$ cat src/rtl/i2c_slave_pkg.sv
// ---------------------------------------------------------------------------
// i2c_slave_pkg
// Shared definitions for the I2C-slave AXI write path.
//   WORD_BYTES : number of byte lanes in one packed word
//   state_e    : packer FSM states (IDLE, ADDR, DATA, FLUSH, DRAIN)
//   mapLane    : logical lane counter + endianness select -> physical lane
// ---------------------------------------------------------------------------
package i2c_slave_pkg;

   localparam int WORD_BYTES = 4;

   typedef enum logic [2:0] {
      ST_IDLE  = 3'd0,
      ST_ADDR  = 3'd1,
      ST_DATA  = 3'd2,
      ST_FLUSH = 3'd3,
      ST_DRAIN = 3'd4
   } state_e;

   // Byte k of a word lands in lane k, or in lane 3-k when the little_end
   // select is set.
   function automatic logic [1:0] mapLane(input logic [1:0] lane, input logic littleEnd);
      return littleEnd ? (2'd3 - lane) : lane;
   endfunction

endpackage

$ cat src/rtl/i2c_slave_word_reg.sv
// ---------------------------------------------------------------------------
// i2c_slave_word_reg
// Single-entry valid/ready output register holding one packed word.
//   clk_i, rst_i : clock, synchronous active-high reset
//   load_i       : capture data/strb/addr (only issued while the entry is empty)
//   data_i/strb_i/addr_i : word contents to capture
//   valid_o      : entry occupied
//   ready_i      : consumer accepts the word; frees the entry
//   data_o/strb_o/addr_o : held word contents
// ---------------------------------------------------------------------------
module i2c_slave_word_reg #(
   parameter int ADDR_WIDTH = 32
) (
   input  logic                  clk_i,
   input  logic                  rst_i,
   input  logic                  load_i,
   input  logic [31:0]           data_i,
   input  logic [3:0]            strb_i,
   input  logic [ADDR_WIDTH-1:0] addr_i,
   output logic                  valid_o,
   input  logic                  ready_i,
   output logic [31:0]           data_o,
   output logic [3:0]            strb_o,
   output logic [ADDR_WIDTH-1:0] addr_o
);

   logic                  valid_q;
   logic [31:0]           data_q;
   logic [3:0]            strb_q;
   logic [ADDR_WIDTH-1:0] addr_q;

   // The entry fills on load and empties on a completed handshake. The
   // packer never loads while the entry is occupied, so load simply wins.
   always_ff @(posedge clk_i) begin
      if (rst_i) begin
         valid_q <= 1'b0;
         data_q  <= '0;
         strb_q  <= '0;
         addr_q  <= '0;
      end else if (load_i) begin
         valid_q <= 1'b1;
         data_q  <= data_i;
         strb_q  <= strb_i;
         addr_q  <= addr_i;
      end else if (valid_q && ready_i) begin
         valid_q <= 1'b0;
      end
   end

   assign valid_o = valid_q;
   assign data_o  = data_q;
   assign strb_o  = strb_q;
   assign addr_o  = addr_q;

endmodule

$ cat src/rtl/i2c_slave_wr_packer.sv
// ---------------------------------------------------------------------------
// i2c_slave_wr_packer
// Packs the I2C slave byte stream into 32-bit words for the AXI write FSM.
// The first ADDR_BYTES bytes after a start form a byte offset (MSB first);
// the remaining bytes are packed into lanes with per-lane strobes.
//   clk_i, rst_i         : clock, synchronous active-high reset
//   start_i, stop_i      : 1-cycle START / STOP pulses from the byte engine
//   byte_valid_i, byte_i : received byte
//   byte_ready_o         : byte accepted; low stretches SCL
//   little_end_i         : lane mapping select
//   word_valid_o/word_ready_i/word_data_o/word_strb_o/word_addr_o : word out
//   done_o               : end-of-transfer pulse once every word is accepted
//   busy_o               : FSM not idle
//   ovf_o                : sticky, byte offered while not ready
// ---------------------------------------------------------------------------
module i2c_slave_wr_packer #(
   parameter int ADDR_BYTES = 2,
   parameter int ADDR_WIDTH = 32
) (
   input  logic                  clk_i,
   input  logic                  rst_i,
   input  logic                  start_i,
   input  logic                  stop_i,
   input  logic                  byte_valid_i,
   input  logic [7:0]            byte_i,
   output logic                  byte_ready_o,
   input  logic                  little_end_i,
   output logic                  word_valid_o,
   input  logic                  word_ready_i,
   output logic [31:0]           word_data_o,
   output logic [3:0]            word_strb_o,
   output logic [ADDR_WIDTH-1:0] word_addr_o,
   output logic                  done_o,
   output logic                  busy_o,
   output logic                  ovf_o
);

   import i2c_slave_pkg::*;

   state_e                state_q, state_d;
   logic [ADDR_WIDTH-1:0] offset_q, offset_d;
   logic [2:0]            addrCnt_q, addrCnt_d;
   logic [1:0]            lane_q, lane_d;
   logic [31:0]           accData_q, accData_d;
   logic [3:0]            accStrb_q, accStrb_d;
   logic                  ovf_q, ovf_d;
   logic                  startPend_q, startPend_d;

   logic                  wordValid;
   logic                  loadWord;
   logic                  byteReady;
   logic                  byteTake;
   logic                  doneNow;
   logic [1:0]            physLane;
   logic [31:0]           mergedData;
   logic [3:0]            mergedStrb;

   // Bytes are refused while a flush or drain is in progress, and while the
   // output entry is still full and this byte would finish a word (either
   // the last lane or a byte arriving together with start/stop).
   always_comb begin
      byteReady = 1'b1;
      if (rst_i) begin
         byteReady = 1'b0;
      end else if (state_q == ST_FLUSH || state_q == ST_DRAIN) begin
         byteReady = 1'b0;
      end else if (state_q == ST_DATA && wordValid &&
                   (lane_q == 2'(WORD_BYTES - 1) || stop_i || start_i)) begin
         byteReady = 1'b0;
      end
   end

   assign byteTake = byte_valid_i && byteReady;

   // Accumulator contents with the current byte folded in. This is what a
   // completed or flushed word carries, so a byte arriving with stop/start
   // still ends up in the flushed word.
   always_comb begin
      physLane   = mapLane(lane_q, little_end_i);
      mergedData = accData_q;
      mergedStrb = accStrb_q;
      if (state_q == ST_DATA && byteTake) begin
         mergedData[{physLane, 3'b000} +: 8] = byte_i;
         mergedStrb[physLane]                = 1'b1;
      end
   end

   // Main sequencing: offset collection, lane packing, flushing partial
   // words on start/stop, and waiting for the output entry to drain before
   // signalling done. A start seen during FLUSH or DRAIN is remembered and
   // sends the FSM back to ADDR on exit. The offset is cleared whenever a
   // new address phase begins so stale high bits never leak into it.
   always_comb begin
      state_d     = state_q;
      offset_d    = offset_q;
      addrCnt_d   = addrCnt_q;
      lane_d      = lane_q;
      accData_d   = accData_q;
      accStrb_d   = accStrb_q;
      startPend_d = startPend_q;
      loadWord    = 1'b0;
      doneNow     = 1'b0;
      ovf_d       = ovf_q | (byte_valid_i & ~byteReady);
      if (start_i) begin
         ovf_d = 1'b0;
      end

      case (state_q)
         ST_IDLE: begin
            if (start_i) begin
               state_d   = ST_ADDR;
               addrCnt_d = '0;
               offset_d  = '0;
            end
         end

         ST_ADDR: begin
            if (start_i) begin
               addrCnt_d = '0;
               offset_d  = '0;
            end else if (stop_i) begin
               state_d = ST_IDLE;
            end else if (byteTake) begin
               offset_d  = (offset_q << 8) | ADDR_WIDTH'(byte_i);
               addrCnt_d = addrCnt_q + 3'd1;
               if (addrCnt_q == 3'(ADDR_BYTES - 1)) begin
                  state_d   = ST_DATA;
                  lane_d    = offset_d[1:0];
                  accData_d = '0;
                  accStrb_d = '0;
               end
            end
         end

         ST_DATA: begin
            if (start_i || stop_i) begin
               if (mergedStrb != 4'd0 && wordValid) begin
                  state_d     = ST_FLUSH;
                  accData_d   = mergedData;
                  accStrb_d   = mergedStrb;
                  startPend_d = start_i;
               end else begin
                  loadWord  = (mergedStrb != 4'd0);
                  accData_d = '0;
                  accStrb_d = '0;
                  if (start_i) begin
                     state_d   = ST_ADDR;
                     addrCnt_d = '0;
                     offset_d  = '0;
                  end else begin
                     state_d = ST_DRAIN;
                  end
               end
            end else if (byteTake) begin
               lane_d = lane_q + 2'd1;
               if (lane_q == 2'(WORD_BYTES - 1)) begin
                  loadWord  = 1'b1;
                  accData_d = '0;
                  accStrb_d = '0;
                  offset_d  = offset_q + ADDR_WIDTH'(WORD_BYTES);
               end else begin
                  accData_d = mergedData;
                  accStrb_d = mergedStrb;
               end
            end
         end

         ST_FLUSH: begin
            if (start_i) begin
               startPend_d = 1'b1;
            end
            if (!wordValid) begin
               loadWord    = 1'b1;
               accData_d   = '0;
               accStrb_d   = '0;
               startPend_d = 1'b0;
               if (startPend_q || start_i) begin
                  state_d   = ST_ADDR;
                  addrCnt_d = '0;
                  offset_d  = '0;
               end else begin
                  state_d = ST_DRAIN;
               end
            end
         end

         ST_DRAIN: begin
            if (start_i) begin
               startPend_d = 1'b1;
            end
            if (!wordValid) begin
               doneNow     = 1'b1;
               startPend_d = 1'b0;
               if (startPend_q || start_i) begin
                  state_d   = ST_ADDR;
                  addrCnt_d = '0;
                  offset_d  = '0;
               end else begin
                  state_d = ST_IDLE;
               end
            end
         end

         default: begin
            state_d = ST_IDLE;
         end
      endcase
   end

   // State and accumulator registers.
   always_ff @(posedge clk_i) begin
      if (rst_i) begin
         state_q     <= ST_IDLE;
         offset_q    <= '0;
         addrCnt_q   <= '0;
         lane_q      <= '0;
         accData_q   <= '0;
         accStrb_q   <= '0;
         ovf_q       <= 1'b0;
         startPend_q <= 1'b0;
      end else begin
         state_q     <= state_d;
         offset_q    <= offset_d;
         addrCnt_q   <= addrCnt_d;
         lane_q      <= lane_d;
         accData_q   <= accData_d;
         accStrb_q   <= accStrb_d;
         ovf_q       <= ovf_d;
         startPend_q <= startPend_d;
      end
   end

   i2c_slave_word_reg #(
      .ADDR_WIDTH (ADDR_WIDTH)
   ) wordReg (
      .clk_i   (clk_i),
      .rst_i   (rst_i),
      .load_i  (loadWord),
      .data_i  (mergedData),
      .strb_i  (mergedStrb),
      .addr_i  ({offset_q[ADDR_WIDTH-1:2], 2'b00}),
      .valid_o (wordValid),
      .ready_i (word_ready_i),
      .data_o  (word_data_o),
      .strb_o  (word_strb_o),
      .addr_o  (word_addr_o)
   );

   assign word_valid_o = wordValid;
   assign byte_ready_o = byteReady;
   assign done_o       = doneNow & ~rst_i;
   assign busy_o       = (state_q != ST_IDLE);
   assign ovf_o        = ovf_q;

endmodule
$ cat config.mk
export PLATFORM = sky130hd
export DESIGN_NAME = i2c_slave_wr_packer
export DESIGN_NICKNAME = d
export VERILOG_FILES = /design/src/rtl/i2c_slave_pkg.sv /design/src/rtl/i2c_slave_word_reg.sv /design/src/rtl/i2c_slave_wr_packer.sv
export SDC_FILE = /design/constraint.sdc
export NUM_CORES = 1
export LEC_CHECK = 0
export CAP_MARGIN = 20
export CORE_UTILIZATION = 51
export CTS_CLUSTER_SIZE = 25
export DETAILED_ROUTE_END_ITERATION = 16
export PLACE_DENSITY = 0.81
export SLEW_MARGIN = 20
export SYNTH_ARGS = -nofsm -noshare
export SYNTH_HDL_FRONTEND = slang
export SYNTH_SLANG_ARGS = --single-unit
$ cat constraint.sdc
create_clock -name clk_i -period 3.9 [get_ports clk_i]
set_input_delay 1.17 -clock clk_i [delete_from_list [all_inputs] [get_ports clk_i]]
set_output_delay 1.17 -clock clk_i [all_outputs]
set_load 0.02 [all_outputs]
==> metrics.cfg, run 1 <==
[run_status]
status=finished, final reports clean

[sta]
fin_skew_ns=0.00556
fmax_mhz=271
fin_crit_sh=0.946
setup_viol=0
worstMarginPinSlew_ns=0.824
period_needed_ns=3.69
hold_viol_final=0
relSlewSlack=0.451
final-max-slew-violation-count=0
rsz0062_at_grt=false

[floorplan]
coreArea_sq_um=14000
dieWidth_um=122
design.die.area_sq_um=14900
start_util=0.525
num_rows=43
ioPinCount=88
chipHeight_um=122

[critical_path]
crit_required_ns=2.73
critPathLaunch=stop_i
critPathMaxFanout=2
crit_type=input port to primary output
rr_startpoint=state_q[1]$_SDFFE_PP0P_
slowest_delay_ns=0.44
r2r_setup_slack_ns=1.01
crit_slowest_cell=clkdlybuf4s50_1
crit_end=byte_ready_o
crit_chain=clkdlybuf4s50_1 > nor3_1 > o21ai_0 > nor2_1 > dlygate4sd2_1
critPathLaunchType=input port
crit_arrival_ns=2.52
endpoint_kind=primary output
r2r_cells=8
reg2reg_to=wordReg.data_o[6]$_SDFFE_PP0P_

[synth]
ys_seq_area_frac=0.395
synthFlopType=dfxtp_1
synth_cell_type_count=70
avgSynthCellArea_sq_um=8.41
syn-instance-count=873
synth_warnings=0
ys_ff_latch=145
synth_edf_count=0
syn_area_sq_um=7350
async_reset_ff_frac=0

[power_and_ir_drop]
switching_share=0.350
powerDensity_nw_per_um2=544
seqPwrFrac=0.358
pwr-share-comb=0.307
p_leak_nw=2.95
switching_power_mw=1.72
p_int_mw=3.19
ir_worst_vdd_uv=345
clkPwrFrac=0.335

[cts]
clock_path_buffers=2
cts-root-buf=clkbuf_16
tritoncts=yes
clock_sinks=145
cts_buffers=17
insertion_delay_ns=0.43
ctsHoldBuffers=0
h-tree-depth=4
clk_pin_slew_ns=0.06
postCtsSetupBuffers=0

[route]
drtIter0Drc=687
route.detailed.drc=0
wirelength_mm=20.7
wl_per_cell_um=18.3
vias_per_cell=6.31
dr.pass1.iters=6
postRouteAntennaNets=0
vias=7131

[layout]
fill_cells=1159
nets=964
drive_gt1_frac=0.138
antenna_cells=0
utilization=0.646
syn_to_final_growth_pct=23.0
final_area_sq_um=9040

[global_routing]
grt_overflow=0
grt_pass1_wl_mm=33.3
grt_pass1_vias=6594
track_usage=0.287
grt_antenna_before_repair=0
grt_max_degree=60

[place]
place_congestion=0.904
placed_area_sq_um=8430
dp_hpwl_mm=13.2
port_buffers=85

[flow_run]
max_cap_violations=0

[hold_path]
min_path_type=flip-flop to flip-flop

## worst max-delay path: cells and delay by family
kind                   cells  cell delay [ns]
AND/OR/NAND/NOR            2             0.38
AO/OA/AOI/OAI              1             0.19
buffers and inverters      2             0.78
## power groups by stage
stage,logic (mW),registers (mW),clock network [mW]
2_1_floorplan,0.938,1.79,0
3_3_place_gp,1.44,1.78,0
3_5_place_dp,1.47,1.78,0
4_1_cts,1.49,1.75,1.65
5_1_grt,1.62,1.77,1.72
6_report,1.51,1.76,1.65
## logic make-up (layout without fill, tap and decap cells)
kind of cell / count (synthesis) / count (layout) / synth area share
muxes: 1 / 1 / 0.00136
adders and majority gates: 12 / 12 / 0.0204
other: 1 / 2 / 0.000510
buffers and inverters: 98 / 174 / 0.0628
xor gates and xnor gates: 13 / 13 / 0.0155
and+or+nand+nor: 344 / 344 / 0.217
AOI/OAI and AO/OA: 259 / 259 / 0.287
DFF: 145 / 145 / 0.395
## layer usage
| layer | track usage | wire, um | vias to the layer above |
|---|---|---|---|
| li1 | - | - | 3359 |
| met1 | 0.386 | 8940 | 3410 |
| met2 | 0.447 | 9520 | 325 |
| met3 | 0.0562 | 1770 | 37 |
| met4 | 0.122 | 451 | 0 |
| met5 | 0 | 0 | - |
## area by class of cell
class | instances | area, sq um | share of cell area
tap | 180 | 225 | 0.0249
sequential | 145 | 2900 | 0.321
inverter | 14 | 52.6 | 0.00582
clock buffer | 21 | 470 | 0.0521
timing repair buffer | 128 | 1230 | 0.136
clock inverter | 11 | 130 | 0.0144
multi-input combinational | 631 | 4020 | 0.445
## stage by stage
step                TNS, ns  instances  setup WS (ns)  power [mW]  hold WS [ns]
floorplan                 0        874          0.320        2.73         0.432
global placement      -2.73       1098        -0.0785        3.22         0.439
detailed placement    -3.60       1098         -0.115        3.24         0.446
CTS                       0       1130          0.175        4.89         0.453
global route              0       1130         0.0473        5.11         0.472
finish                    0       1130          0.211        4.91         0.451
## cell usage after synthesis (all sizes together) (12+ instances only)
master | instances | area, sq um
dfxtp | 145 | 2900
nand2 | 128 | 495
nor2 | 84 | 315
a21oi | 67 | 339
clkbuf | 43 | 163
buf | 41 | 246
a311oi | 37 | 524
nand3 | 37 | 185
nor3 | 29 | 145
o21ai | 28 | 140
a32o | 25 | 250
a22oi | 18 | 135
o2bb2ai | 17 | 149
nand4 | 16 | 100
inv | 14 | 52.6
ha | 12 | 150
## how the worst min path moves through the flow
stage                                    start                         endpoint  depth (start not counted)
2_1_floorplan        accData_q[0]$_SDFFE_PP0P_        accData_q[0]$_SDFFE_PP0P_                          1
3_3_place_gp   wordReg.addr_o[26]$_SDFFE_PP0P_  wordReg.addr_o[26]$_SDFFE_PP0P_                          2
3_5_place_dp   wordReg.addr_o[17]$_SDFFE_PP0P_  wordReg.addr_o[17]$_SDFFE_PP0P_                          2
4_1_cts        wordReg.addr_o[17]$_SDFFE_PP0P_  wordReg.addr_o[17]$_SDFFE_PP0P_                          2
5_1_grt        wordReg.addr_o[21]$_SDFFE_PP0P_  wordReg.addr_o[21]$_SDFFE_PP0P_                          2
6_report       wordReg.addr_o[17]$_SDFFE_PP0P_  wordReg.addr_o[17]$_SDFFE_PP0P_                          2
## what timing repair did
action                                  4_1_cts  5_1_grt
pin swaps                                     0        0
resized for setup                             1        2
endpoints found under the hold margin         0        0
endpoints found under the setup margin        1        6
## cells in the final DEF, fill, tap and decap left out, types with 9 or more instances in the layout
cell and count:
clkdlybuf4s50_1 83, a32o_1 25, nand3_1 37, o21ai_0 27, inv_1 14, clkbuf_16 17, xnor2_1 9, nand2_1 124
nand4_1 16, nor2_1 83, a311oi_2 32, o2bb2ai_1 17, buf_4 39, dfxtp_1 145, nor3_1 28, ha_1 12
a21oi_1 65, a22oi_1 18
## flip-flops by register name, indices dropped and copies added (netlist names)
| register | cells |
|---|---|
| accData_q | 32 |
| accStrb_q | 4 |
| addrCnt_q | 3 |
| lane_q | 2 |
| offset_q | 32 |
| ovf_o | 1 |
| startPend_q | 1 |
| state_q | 3 |
| wordReg.addr_o | 30 |
| wordReg.data_o | 32 |
| wordReg.strb_o | 4 |
| wordReg.valid_o | 1 |
Power figures use the tool's default switching activity.
==> inputs of run 2 (changes only) <==
Settings changed: MAX_ROUTING_LAYER set to met4, PLACE_DENSITY 0.81 to 0.74.
==> metrics.cfg, run 2 (synthesis gave the netlist of run 1 again) <==
[global_routing]
track_usage=0.300  ; +0.0124
grt_pass1_vias=6383  ; -3.2%
grt_pass1_wl_mm=33.6  ; +0.83%
grt_overflow=0  ; unchanged
grt_max_degree=61  ; +1.7%
grt_antenna_before_repair=0  ; unchanged

[layout]
nets=968  ; +0.41%
drive_gt1_frac=0.139  ; +0.00152
multiInputGateArea_sq_um=4010  ; -0.28%
seqCellArea_sq_um=2900  ; unchanged
fill_cells=1153  ; -0.52%
syn_to_final_growth_pct=23.5
final_area_sq_um=9070  ; +0.39%
antenna_cells=0  ; unchanged
final_cell_mix=dfxtp_1 (145), nand2_1 (124), nor2_1 (83), clkdlybuf4s50_1 (83), a21oi_1 (66)
final_common_cell=dfxtp_1

[critical_path]
critPathLaunchType=input port
critPathMaxFanout=2  ; unchanged
crit_required_ns=2.73  ; about the same
endpoint_kind=primary output
crit_type=input port to primary output
crit_arrival_ns=2.52  ; about the same

[run_status]
status=finished, final reports clean

[sta]
fin_ws_ns=0.213  ; +0.00218 ns
fin_crit_sh=0.945  ; about the same
worstMarginPinSlew_ns=0.857  ; +0.0337 ns
fin_skew_ns=0.0139  ; +0.00832 ns
setup_viol=0  ; unchanged
rsz0062_at_grt=false
fmax_mhz=271  ; about the same
whs_ns=0.449  ; -0.00155 ns
relSlewSlack=0.429  ; -0.0224
final-max-slew-violation-count=0  ; unchanged
hold_viol_final=0  ; unchanged
period_needed_ns=3.69  ; -0.00218 ns
tns_ns=0  ; unchanged

[cts]
clock_sinks=145  ; unchanged
postCtsSetupBuffers=0  ; unchanged
tritoncts=yes
post_cts_resized=1  ; unchanged
cts_buffers=17  ; unchanged
h-tree-depth=4  ; unchanged
clock_path_buffers=2  ; unchanged
insertion_delay_ns=0.43  ; about the same
ctsHoldBuffers=0  ; unchanged
clk_pin_slew_ns=0.06  ; about the same
cts-root-buf=clkbuf_16

[route]
postRouteAntennaNets=0  ; unchanged
route.detailed.drc=0  ; unchanged
vias_per_cell=6.30  ; -0.10%
dr.pass1.iters=6  ; unchanged
wirelength_mm=21.1  ; +2.2%
vias=7149  ; +0.25%
wl_per_cell_um=18.6  ; +1.8%
drtIter0Drc=707  ; +2.9%

[floorplan]
dieWidth_um=122  ; unchanged
ioPinCount=88  ; unchanged
num_rows=43  ; unchanged
coreArea_sq_um=14000  ; unchanged
start_util=0.525  ; unchanged
design.die.area_sq_um=14900  ; unchanged
chipHeight_um=122  ; unchanged

[power_and_ir_drop]
powerDensity_nw_per_um2=544  ; about the same
p_leak_nw=2.98  ; +0.78%
ir_worst_vdd_uv=385  ; +12%

[place]
placed_area_sq_um=8480  ; +0.65%
dpl_worst_slack_ns=-0.112  ; +0.00331 ns
port_buffers=85  ; unchanged
dp_hpwl_mm=13.9  ; +5.3%
place_congestion=0.950  ; +5.1%

[hold_path]
min_path_type=flip-flop to flip-flop

[flow_run]
max_cap_violations=0  ; unchanged

==> run 2: final timing paths <==
path	end	slack (ns)	start	cells past startpoint
setup reg to reg	wordReg.data_o[4]$_SDFFE_PP0P_	1.01	state_q[0]$_SDFFE_PP0P_	8
hold / removal	wordReg.addr_o[18]$_SDFFE_PP0P_	0.45	wordReg.addr_o[18]$_SDFFE_PP0P_	2
hold reg to reg	wordReg.addr_o[18]$_SDFFE_PP0P_	0.45	wordReg.addr_o[18]$_SDFFE_PP0P_	2
setup / recovery	byte_ready_o	0.21	stop_i	5
==> run 2: where the power goes <==
| group | switching, mW | internal (mW) | leakage [nW] |
|---|---|---|---|
| Clock | 0.685 | 0.972 | 0.287 |
| Combinational | 0.917 | 0.609 | 1.52 |
| Sequential | 0.148 | 1.60 | 1.17 |
| Total | 1.75 | 3.18 | 2.98 |
==> run 2: area by class of cell <==
class | count | share of cell area
clock buffer | 19 | 0.0488
sequential | 145 | 0.320
tap | 180 | 0.0248
inverter | 14 | 0.00579
multi-input combinational | 631 | 0.442
clock inverter | 13 | 0.0164
timing repair buffer | 132 | 0.142
==> run 2: through the flow <==
stage | cells | total power, mW | utilization
6_report | 1134 | 4.93 | 0.648
5_1_grt | 1134 | 5.15 | 0.648
4_1_cts | 1134 | 4.93 | 0.648
3_5_place_dp | 1102 | 3.28 | 0.606
3_3_place_gp | 1102 | 3.26 | 0.606
2_1_floorplan | 874 | 2.73 | -
==> run 2: layer usage <==
metal / share of wire / GRT usage / wire length, um
met5: 0 / - / 0
met4: 0.014 / 0.0887 / 286
met3: 0.082 / 0.0571 / 1720
met2: 0.45 / 0.438 / 9610
met1: 0.45 / 0.416 / 9520
==> run 2: critical path, cell delays in order <==
cell and delay (ns):
clkdlybuf4s50_1 0.44, nor3_1 0.24, o21ai_0 0.19, nor2_1 0.12
dlygate4sd2_1 0.35
==> inputs of run 3 (changes only) <==
Settings changed: PLACE_DENSITY 0.74 to 0.77.
Clock period 3.9 ns to 3.1 ns, I/O delays scaled along.
==> metrics.cfg, run 3 (synthesis gave the netlist of run 1 again) <==
[run_status]
status=finished, final reports clean

[power_and_ir_drop]
clkPwrFrac=0.327  ; -0.009
switching_share=0.348  ; -0.00649
ir_worst_vdd_uv=438  ; +14%
switching_power_mw=2.20  ; +26%
p_int_mw=4.12  ; +30%
seqPwrFrac=0.350  ; -0.005
pwr-share-comb=0.323  ; +0.014
powerDensity_nw_per_um2=669  ; +23%
p_leak_nw=3.21  ; +7.9%

[critical_path]
endpoint_kind=primary output
r2r_setup_slack_ns=0.35  ; -0.66 ns
rr_startpoint=state_q[1]$_SDFFE_PP0P_
crit_arrival_ns=2.05  ; -0.47 ns
r2r_cells=8  ; unchanged
reg2reg_to=wordReg.addr_o[29]$_SDFFE_PP0P_
critPathLaunchType=input port
crit_required_ns=2.17  ; -0.56 ns
critPathMaxFanout=2  ; unchanged
crit_type=input port to primary output

[floorplan]
ioPinCount=88  ; unchanged
start_util=0.525  ; unchanged
coreArea_sq_um=14000  ; unchanged
chipHeight_um=122  ; unchanged
dieWidth_um=122  ; unchanged
design.die.area_sq_um=14900  ; unchanged
num_rows=43  ; unchanged

[cts]
clock_path_buffers=2  ; unchanged
cts-root-buf=clkbuf_16
ctsHoldBuffers=0  ; unchanged
insertion_delay_ns=0.42  ; about the same
cts_buffers=17  ; unchanged
h-tree-depth=4  ; unchanged
clk_pin_slew_ns=0.06  ; about the same
clock_sinks=145  ; unchanged
tritoncts=yes

[route]
dr.pass1.iters=5  ; -1
postRouteAntennaNets=0  ; unchanged
wl_per_cell_um=18.3  ; -1.7%
vias=7305  ; +2.2%
route.detailed.drc=0  ; unchanged
wirelength_mm=21.6  ; +2.1%
drtIter0Drc=824  ; +17%
vias_per_cell=6.21  ; -1.6%

[layout]
antenna_cells=0  ; unchanged
final_common_cell=dfxtp_1
fill_cells=1170  ; +1.5%
syn_to_final_growth_pct=28.8
final_cell_mix=dfxtp_1 (144), nand2_1 (124), nor2_1 (83), buf_4 (83), clkdlybuf4s50_1 (81)
nets=1011  ; +4.4%
stdcell_count=1177  ; +3.8%
drive_gt1_frac=0.186  ; +0.0461

[sta]
tns_ns=0  ; unchanged
fmax_mhz=336
setup_viol=0  ; unchanged
fin_crit_sh=0.961
hold_viol_final=0  ; unchanged
final-max-slew-violation-count=0  ; unchanged
relSlewSlack=0.427  ; -0.00198
worstMarginPinSlew_ns=0.860  ; +0.00296 ns
period_needed_ns=2.98
rsz0062_at_grt=false
fin_skew_ns=0.00935  ; -0.00453 ns

[global_routing]
grt_antenna_before_repair=0  ; unchanged
track_usage=0.307  ; +0.00784
grt_pass1_vias=6919  ; +8.4%
grt_overflow=0  ; unchanged
grt_pass1_wl_mm=34.9  ; +3.9%
grt_max_degree=60  ; -1.6%

[hold_path]
worstHoldEndpoint=wordReg.addr_o[19]$_SDFFE_PP0P_
min_path_type=flip-flop to flip-flop
worstHoldStart=wordReg.addr_o[19]$_SDFFE_PP0P_
holdPathStages=2  ; unchanged

[place]
dpl.cell_count=1143  ; +3.7%
port_buffers=85  ; unchanged
place_congestion=0.909  ; -4.3%
dp_hpwl_mm=14.1  ; +1.8%

[flow_run]
max_cap_violations=0  ; unchanged

[run 3: what timing repair did]
action | 4_1_cts | 5_1_grt
resized for setup | 11 | 2
pin swaps | 3 | 1
setup buffers | 1 | 0
gates cloned | 1 | 0
endpoints found under the setup margin | 67 | 3
[run 3: worst max-delay path by stage]
stage,endpoint,from,cells after the start
after global placement,wordReg.addr_o[30]$_SDFFE_PP0P_,little_end_i,11
final,byte_ready_o,start_i,5
after CTS,byte_ready_o,stop_i,5
after global routing,byte_ready_o,start_i,5
after floorplan,addrCnt_q[0]$_SDFFE_PP0P_,little_end_i,10
after detailed placement,wordReg.data_o[14]$_SDFFE_PP0P_,little_end_i,11
[run 3: power groups by stage]
stage	clock [mW]	combinational, mW	sequential (mW)
after floorplan	0	1.19	2.25
after global placement	0	1.93	2.24
after detailed placement	0	1.97	2.24
after CTS	2.09	2.02	2.20
after global routing	2.18	2.20	2.23
final	2.07	2.05	2.21
[run 3: layout make-up]
cell class	count	area, sq um	share of cell area
clock buffer	20	467	0.0493
clock inverter	12	131	0.0139
inverter	14	52.6	0.00556
multi-input combinational	631	4060	0.429
sequential	145	2900	0.307
tap	180	225	0.0238
timing repair buffer	175	1620	0.171
[run 3: critical path: stages]
cell and delay (ns):
clkdlybuf4s50_1 0.43, nor3_2 0.21, o21ai_1 0.12, nor2_1 0.10, clkdlybuf4s15_2 0.26
[run 3: routing by layer]
metal  vias to the layer above  share of wire  GRT usage
li1                       3457              -          -
met1                      3484           0.42      0.366
met2                       317           0.48      0.496
met3                        47          0.069     0.0651
met4                         0          0.025      0.137
met5                         -              0          -
[run 3: through the flow]
| stage | total power, mW | setup slack [ns] | util | hold slack (ns) | cell area, sq um |
|---|---|---|---|---|---|
| after floorplan | 3.44 | 0.0334 | - | 0.432 | 7370 |
| after global routing | 6.61 | 0.0200 | 0.676 | 0.463 | 9460 |
| after detailed placement | 4.21 | -0.555 | 0.629 | 0.442 | 8800 |
| after CTS | 6.31 | 0.0401 | 0.676 | 0.450 | 9450 |
| after global placement | 4.17 | -0.408 | 0.629 | 0.438 | 8800 |
| final | 6.33 | 0.120 | 0.676 | 0.447 | 9460 |
